**src/rtl/coherence_bus_ctrl.sv**
```systemverilog
// coherence_bus_ctrl: two-core MSI snoop arbiter and shared single-port RAM controller
module coherence_bus_ctrl #(
    parameter int WORD_W = 32,
    parameter int NCPU   = 2
) (
    input  logic                     CLK,
    input  logic                     nRST,
    input  logic [NCPU-1:0]          iREN,
    input  logic [NCPU*WORD_W-1:0]   iaddr,
    output logic [NCPU-1:0]          iwait,
    output logic [NCPU*WORD_W-1:0]   iload,
    input  logic [NCPU-1:0]          dREN,
    input  logic [NCPU-1:0]          dWEN,
    input  logic [NCPU*WORD_W-1:0]   daddr,
    input  logic [NCPU*WORD_W-1:0]   dstore,
    output logic [NCPU-1:0]          dwait,
    output logic [NCPU*WORD_W-1:0]   dload,
    input  logic [NCPU-1:0]          cctrans,
    input  logic [NCPU-1:0]          ccwrite,
    output logic [NCPU-1:0]          ccwait,
    output logic [NCPU-1:0]          ccinv,
    output logic [NCPU*WORD_W-1:0]   ccsnoopaddr,
    output logic                     ramREN,
    output logic                     ramWEN,
    output logic [WORD_W-1:0]        ramaddr,
    output logic [WORD_W-1:0]        ramstore,
    input  logic [WORD_W-1:0]        ramload,
    input  logic [1:0]               ramstate
);
    typedef enum logic [3:0] {IDLE, EVICT, IFETCH, SNOOP, C2C1, C2C2, RD, MEMUPD1, MEMUPD2} state_t;
    state_t state;
    logic rr, req, dirty, inv;
    logic [WORD_W-1:0] buf0, buf1;
    logic [WORD_W-2:0] baddr;
    logic [WORD_W-1:0] ia [NCPU];
    logic [WORD_W-1:0] da [NCPU];
    logic [WORD_W-1:0] ds [NCPU];
    logic [WORD_W-1:0] il [NCPU];
    logic [WORD_W-1:0] dl [NCPU];
    logic [WORD_W-1:0] sa [NCPU];
    logic o, acc, w_dwen, w_cct, w_iren;
    for (genvar n = 0; n < NCPU; n++) begin : g_lane
        assign ia[n] = iaddr[n*WORD_W +: WORD_W];
        assign da[n] = daddr[n*WORD_W +: WORD_W];
        assign ds[n] = dstore[n*WORD_W +: WORD_W];
        assign iload[n*WORD_W +: WORD_W] = il[n];
        assign dload[n*WORD_W +: WORD_W] = dl[n];
        assign ccsnoopaddr[n*WORD_W +: WORD_W] = sa[n];
    end
    assign o      = ~req;
    assign acc    = ramstate == 2'b10;
    assign w_dwen = dWEN[rr] ? rr : ~rr;
    assign w_cct  = cctrans[rr] ? rr : ~rr;
    assign w_iren = iREN[rr] ? rr : ~rr;
    always_ff @(posedge CLK) begin
        if (!nRST) begin
            state <= IDLE;
            rr    <= 1'b0;
            req   <= 1'b0;
            dirty <= 1'b0;
            inv   <= 1'b0;
            buf0  <= '0;
            buf1  <= '0;
            baddr <= '0;
        end else begin
            case (state)
                IDLE: begin
                    if (|dWEN) begin
                        req   <= w_dwen;
                        state <= EVICT;
                    end else if (|cctrans) begin
                        req   <= w_cct;
                        state <= SNOOP;
                    end else if (|iREN) begin
                        req   <= w_iren;
                        state <= IFETCH;
                    end
                end
                EVICT, IFETCH: begin
                    state <= acc ? IDLE : state;
                    rr    <= acc ? ~req : rr;
                end
                SNOOP: begin
                    dirty <= ccwrite[o];
                    inv   <= ccwrite[req];
                    state <= (cctrans[o] && dREN[req]) ? C2C1 : dREN[req] ? RD : IDLE;
                    rr    <= dREN[req] ? rr : ~req;
                end
                C2C1: begin
                    buf0  <= ds[o];
                    baddr <= {da[req][WORD_W-1:3], da[req][1:0]};
                    state <= C2C2;
                end
                C2C2: begin
                    // a plain read of a Modified block leaves RAM stale, so flush the forwarded copy
                    buf1  <= ds[o];
                    state <= (dirty && !ccwrite[req]) ? MEMUPD1 : IDLE;
                    rr    <= (dirty && !ccwrite[req]) ? rr : ~req;
                end
                RD: begin
                    state <= (acc && da[req][2]) ? IDLE : RD;
                    rr    <= (acc && da[req][2]) ? ~req : rr;
                end
                MEMUPD1: state <= acc ? MEMUPD2 : MEMUPD1;
                MEMUPD2: begin
                    state <= acc ? IDLE : MEMUPD2;
                    rr    <= acc ? ~req : rr;
                end
                default: state <= IDLE;
            endcase
        end
    end
    always_comb begin
        iwait    = '1;
        dwait    = '1;
        ccwait   = '0;
        ccinv    = '0;
        ramREN   = 1'b0;
        ramWEN   = 1'b0;
        ramaddr  = '0;
        ramstore = '0;
        il       = '{default: '0};
        dl       = '{default: '0};
        sa       = '{default: '0};
        case (state)
            EVICT: begin
                ramWEN     = 1'b1;
                ramaddr    = da[req];
                ramstore   = ds[req];
                dwait[req] = ~acc;
            end
            IFETCH: begin
                ramREN     = 1'b1;
                ramaddr    = ia[req];
                il[req]    = ramload;
                iwait[req] = ~acc;
            end
            SNOOP: begin
                ccwait[o] = 1'b1;
                ccinv[o]  = ccwrite[req];
                sa[o]     = da[req];
            end
            C2C1, C2C2: begin
                ccwait[o]  = 1'b1;
                ccinv[o]   = inv;
                sa[o]      = da[req];
                dl[req]    = ds[o];
                dwait[req] = 1'b0;
            end
            RD: begin
                ramREN     = 1'b1;
                ramaddr    = da[req];
                dl[req]    = ramload;
                dwait[req] = ~acc;
            end
            MEMUPD1, MEMUPD2: begin
                ramWEN   = 1'b1;
                ramaddr  = {baddr[WORD_W-2:2], state == MEMUPD2, baddr[1:0]};
                ramstore = state == MEMUPD2 ? buf1 : buf0;
            end
            default: ;
        endcase
    end
endmodule

```
**config.mk**
```make
export PLATFORM = sky130hd
export DESIGN_NAME = coherence_bus_ctrl
export DESIGN_NICKNAME = d
export VERILOG_FILES = /design/src/rtl/coherence_bus_ctrl.sv
export SDC_FILE = /design/constraint.sdc
export NUM_CORES = 1
export LEC_CHECK = 0
export CAP_MARGIN = 40
export CELL_PAD_IN_SITES_DETAIL_PLACEMENT = 1
export CELL_PAD_IN_SITES_GLOBAL_PLACEMENT = 1
export CORE_AREA = 4 4 195 197
export CTS_CLUSTER_DIAMETER = 200
export DETAILED_ROUTE_END_ITERATION = 6
export DIE_AREA = 0 0 199 201
export PLACE_DENSITY_LB_ADDON = 0.1
export REMOVE_ABC_BUFFERS = 1
export SYNTH_ARGS = -nofsm -noshare
export SYNTH_HDL_FRONTEND = slang
export SYNTH_SLANG_ARGS = --single-unit
```
**constraint.sdc**
```tcl
create_clock -name CLK -period 1.7 [get_ports CLK]
set_clock_uncertainty 0.1 [all_clocks]
set_input_delay 0.17 -clock CLK [delete_from_list [all_inputs] [get_ports CLK]]
set_output_delay 0.17 -clock CLK [all_outputs]
set_load 0.005 [all_outputs]
```
Word-level counts from Yosys, hierarchy flattened
Cells that the tools add are included.
- bits in registers: 103
- latch bits: 0
- bits in writable memories: 0
- bits in read-only memories: 0
- input port bits: 238
- output and inout bits: 266
- word-level logic and storage cells: 137
- memories kept: 0
- add/sub/neg operators: 0
- $mul: 0
- divide/modulo/power cells: 0
- order comparisons: 9
- equality and inequality tests: 15
- shift-type cells: 0
- mux-type cells: 68
- bitwise gates (word level): 12
- reductions and logical operators: 25
- operators by type and width (operator ; number):
    $mux 32 ; 15
    $and 64x64->64 ; 3
    $mux 64 ; 2
    $pmux 64 s2 ; 1
    $pmux 32 s3 ; 1
    $demux 32 s1 ; 2
    $pmux 32 s2 ; 1
    $pmux 4 s8 ; 1
    $mux 1 ; 28
    $mux 4 ; 6
    $eq 4x3->1 const B ; 4
    $reduce_or 2->1 ; 8
    $mux 3 ; 4
    $reduce_or 3->1 ; 3
    $eq 4x2->1 const B ; 2
    $ne 2x2->1 const B ; 4
    $pmux 2 s2 ; 2
    $logic_and 1x1->1 ; 7
    $lt 1x2->1 const B ; 3
    $reduce_and 5->1 ; 1
    $and 2x2->2 ; 2
    $eq 4x1->1 const B ; 1
    $eq 4x4->1 const B ; 1
    $ge 2x2->1 const B ; 2
    17 further kinds ; 25

Logic depth before layout (Yosys ltp)
- depth in word-level cells: 8
- gate-level depth with buffers: 8
- gate-level depth less buffers: 5

Worst setup path before layout
OpenSTA, ideal clock, no wires.
- kind: flip-flop to output port
- start point: reg state[1]
- end point: out ramaddr[0]
- data arrival time: 1623 ps
- required time: 1430 ps
- setup slack: -193 ps
- cell stages (with the launch flop): 9
- path buffers: 4
- path through: dfxtp_1 -> buf_6 -> and4b_1 -> buf_6 -> or2_1 -> buf_6 -> buf_6 -> a222oi_1 -> o21ai_1
- word-level cells in the longest chain between the ends: 3
- elaborated cells between the ends (all ways): 8
- those cells by class: eq/ne: 5; mux: 1; reduce/logical: 2
- RTL lines (what ; RTL line ; RTL):
    start, declared ; 31 ; state_t state;
    start signal, assigned ; 80 ; state <= acc ? IDLE : state;
    start signal, assigned ; 86 ; state <= (cctrans[o] && dREN[req]) ? C2C1 : dREN[req] ? RD : IDLE;
    start signal, assigned ; 97 ; state <= (dirty && !ccwrite[req]) ? MEMUPD1 : IDLE;
    $eq 4x4->1, or another cell as far along ; 125 ; case (state)
    $reduce_or 2->1, on equally long branches ; n/a ;
    $pmux 32 s3 (*) ; 125 ;
    end, declared ; 25 ; output logic [WORD_W-1:0] ramaddr,
Mark *: on every way between the ends. The rest lies on a longest branch, timed or not.

Worst setup path in the final report
- start point: reg state[1]
- end point: out ramaddr[29]
Same word-level chain as after synthesis.

==> out/summary.txt <==
=================================================================================================================
Post-Place Cells                                                                                             1929
Cell at the slowest stage of the critical path                                                           a222oi_1
Ys flop type                                                                                              dfxtp_1
Power density over cell area                                                                         434.6 mW/mm²
Achievable Freq                                                                                        0.3838 GHz
Dominant delay contributor by cell family on the critical path                                       compound AO/OA/AOI/OAI gates
Number of antenna violations at the first check in global routing                                               2
Largest cells by area after synthesis                                                                dfxtp_1, mux2i_1, and2_1, a211oi_1, a22o_1
VDD IR max                                                                                              0.4248 mV
Async set or reset register ratio after synthesis                                                              0%
All-layer global routing usage                                                                             24.40%
Die area                                                                                              0.04000 mm²
HPWL after detailed placement                                                                            33980 µm
Post-place instance area                                                                              0.01406 mm²
Avg Synthesized Cell Area                                                                               8.209 µm²
PortBufs                                                                                                      503
Crit. End Element                                                                                      output pin
Largest family of logic cells by synthesized area                                                    compound AO/OA/AOI/OAI gates
Number of standard cells in the layout, taps in and fillers out                                              2161
Count of antenna diodes in the layout                                                                           0
Startpoint of the worst register-to-register path                                                        state[2]
Setup Total Neg Slack                                                                                  -169740 ps
Reg area                                                                                             0.002078 mm²
Leading area contributor after synthesis                                                                  dfxtp_1
Yosys warning count                                                                                             0
Largest net degree at the start of global routing                                                              65
Share of synthesized cell area in and, or, nand and nor gates                                              20.06%
Layout overhead on the synthesized area                                                                    153.4%
Wire length of the first global-routing pass                                                             74210 µm
Via count of the first global-routing pass                                                                  11300
Startpoint-to-endpoint class of the critical path                                                    flop to output pin
Weighted congestion at the end of routability-driven global placement                                      0.8013
Share of post-route cells with drive strength above 1                                                      59.60%
Overall power consumption                                                                                8.173 mW
Number of filler instances in the final layout                                                               3943
Multi-input combinational cell area                                                                  0.006434 mm²
Number of nets with antenna violations after routing                                                            0
Maximum clock path buffer count                                                                                 2
Number of standard cells after synthesis                                                                      904
Largest driver fanout on the critical path                                                                     17
Sequential share of the synthesized area                                                                   27.79%
Post-Syn Area                                                                                        0.007421 mm²
Area share of xor/xnor cells in the synthesized design                                                    0.1180%
Hold path startpoint                                                                                         nRST
Wirelength, routed                                                                                       58800 µm
Routed wire per std cell                                                                                 27.21 µm
Cells along the critical path                                                                        buf_6 > and4b_2 > or2_4 > buf_12 > a222oi_1 > o21ai_1 > buf_2
Required arrival time at the worst endpoint                                                               1430 ps
Number of pins with negative max-slew slack in the final report                                                 0
Post-detailed-route via-to-cell ratio                                                                       5.093
Post-synthesis cell type count                                                                                 46
RSZ-0062 raised after global routing                                                                         true
Later-pin clock latency in the skew report                                                                 360 ps
Number of placement rows                                                                                       70
Clk pin slew, worst setup/hold paths                                                                        80 ps
Crit start category                                                                                          flop
Status                                                                                               finished with violations
Hold_ws                                                                                                  396.5 ps
Violations in the final reports                                                                      negative setup slack
Buffering stage count on the worst path with inverters included                                                 3
Net total in the final layout                                                                                1926
Slowest stage delay, CP                                                                                    440 ps
Final core utilization                                                                                     51.87%
Synth Area in Compound Gates                                                                               31.39%
Final hold vios                                                                                                 0
Final worst path period need                                                                              2605 ps
H-tree levels                                                                                                   3
Number of clock sinks                                                                                         103
Vert. Die Dim                                                                                              201 µm
Period utilization                                                                                         153.3%
Die extent in x                                                                                            199 µm
Setup slack after layout                                                                                -905.3 ps
Number of max-capacitance violations reported                                                                   0
Setup violators final                                                                                         365
CORE AREA                                                                                             0.03626 mm²
Drt first pass iters                                                                                            5
Multiplexer fraction of the synthesized cell area                                                          13.91%
Data arrival at the endpoint of the critical path                                                         2340 ps
Worst slack at placement                                                                                -835.8 ps
Arithmetic-cell share of the synthesized area counting full adders, half adders and majority gates        0.1349%
Leakage component of the power                                                                           7.844 nW
Min-delay worst type                                                                                 primary input to flop
Total of hold buffers inserted after clock tree synthesis                                                       0
Slew HR                                                                                                    65.43%
Root cell of the clock tree                                                                             clkbuf_16
Total number of vias                                                                                        11010
Initial Util                                                                                               20.47%
Worst Max-Slew Pin Slew                                                                                  504.1 ps
Start point of the critical path                                                                         state[1]
Grt ovf                                                                                                         0
Final cell area excluding filler cells                                                                0.01881 mm²
Remaining DRCs                                                                                                  0
Number of buffers inserted during clock tree synthesis                                                          9
CTS tree                                                                                                     done
Post-synthesis register bit count                                                                             103
Number of enable flip-flop cells after synthesis                                                                0
Synth top area share                                                                                       27.79%
Boundary pin count                                                                                            504
Starting DRT DRC Count                                                                                        484
=================================================================================================================
==> worst min-delay path, stage by stage <==
cell             delay [ps]
clkdlybuf4s50_1         490
o21ai_0                 110
a31oi_1                  50
==> placed cells by master (no fill, tap or decap), drive strengths merged, types with 2 or more instances in the layout <==
cell           count
nor2b              6
buf              603
and2             129
o21ai             68
clkinv             3
a21oi              6
dfxtp            103
and3               2
dlymetal6s2s       3
nor3               4
mux2i            102
a222oi            31
nand2             12
nand2b             6
clkbuf            38
a2bb2oi            2
nand3              2
a31oi              2
inv                6
and4bb             2
or2                2
clkdlybuf4s50    237
nor4               2
o21bai             3
a22oi             32
nor2             108
a22o              64
a211oi            97
==> cells in the mapped netlist, drive strengths merged (2+ instances only) <==
cell,count
o21bai,3
clkbuf,43
a31oi,2
and2,129
a211oi,97
mux2i,102
a21oi,6
and3,2
nor3,4
a2bb2oi,2
nor4,2
dfxtp,103
inv,4
a222oi,31
and4bb,2
o21ai,68
nand2b,6
or2,2
nor2b,6
nor2,108
nand3,2
nand2,12
buf,56
a22oi,32
a22o,64
==> what timing repair did <==
item	CTS	global route
buffers inserted	123	83
gates resized for setup	1287	554
pin swaps	103	199
setup endpoints to repair	339	368
cloned	32	29
==> routing by layer <==
| layer | up-vias | part of all wire (%) | global-route usage [%] |
|---|---|---|---|
| met3 | 95 | 6.0 | 5.119 |
| met1 | 5510 | 37 | 26.91 |
| li1 | 4982 | - | - |
| met2 | 414 | 54 | 46.66 |
| met4 | 4 | 3.5 | 6.571 |
| met5 | - | 0.046 | 0 |
==> registers in the layout, indices dropped and copies added, names as in the netlist <==
signal,count
buf0,32
dirty,1
req,1
buf1,32
baddr,31
state,4
inv,1
rr,1
==> area by class of cell <==
type	count	share of cell area (%)
Multi-Input combinational cell	698	34.21
Tap cell	468	3.114
Sequential cell	103	11.05
Inverter	4	0.08649
Timing Repair Buffer	872	50.06
Clock buffer	10	1.217
Clock inverter	6	0.2661
==> final timing paths <==
path / endpoint / slack (ps) / cells after the start
max: ramaddr[29] / -910 / 7
min: req / 400 / 3
max reg2reg: rr / -380 / 11
min reg2reg: baddr[19] / 420 / 2
==> cell families (layout without fill, tap and decap cells) <==
family	count (synthesis)	in the layout
buf+inv	103	892
mux	103	103
simple gates	280	280
compound gates	313	313
flops	103	103
xor+xnor	1	1
fa+ha+maj	1	1
==> where the power goes <==
| group | internal [mW] | switching [mW] | total, mW |
|---|---|---|---|
| Sequential | 2.44 | 0.0407 | 2.49 |
| Combinational | 1.97 | 1.62 | 3.60 |
| Clock | 1.02 | 1.07 | 2.09 |
| Total | 5.44 | 2.74 | 8.17 |
(Power assumes the default switching activity.)
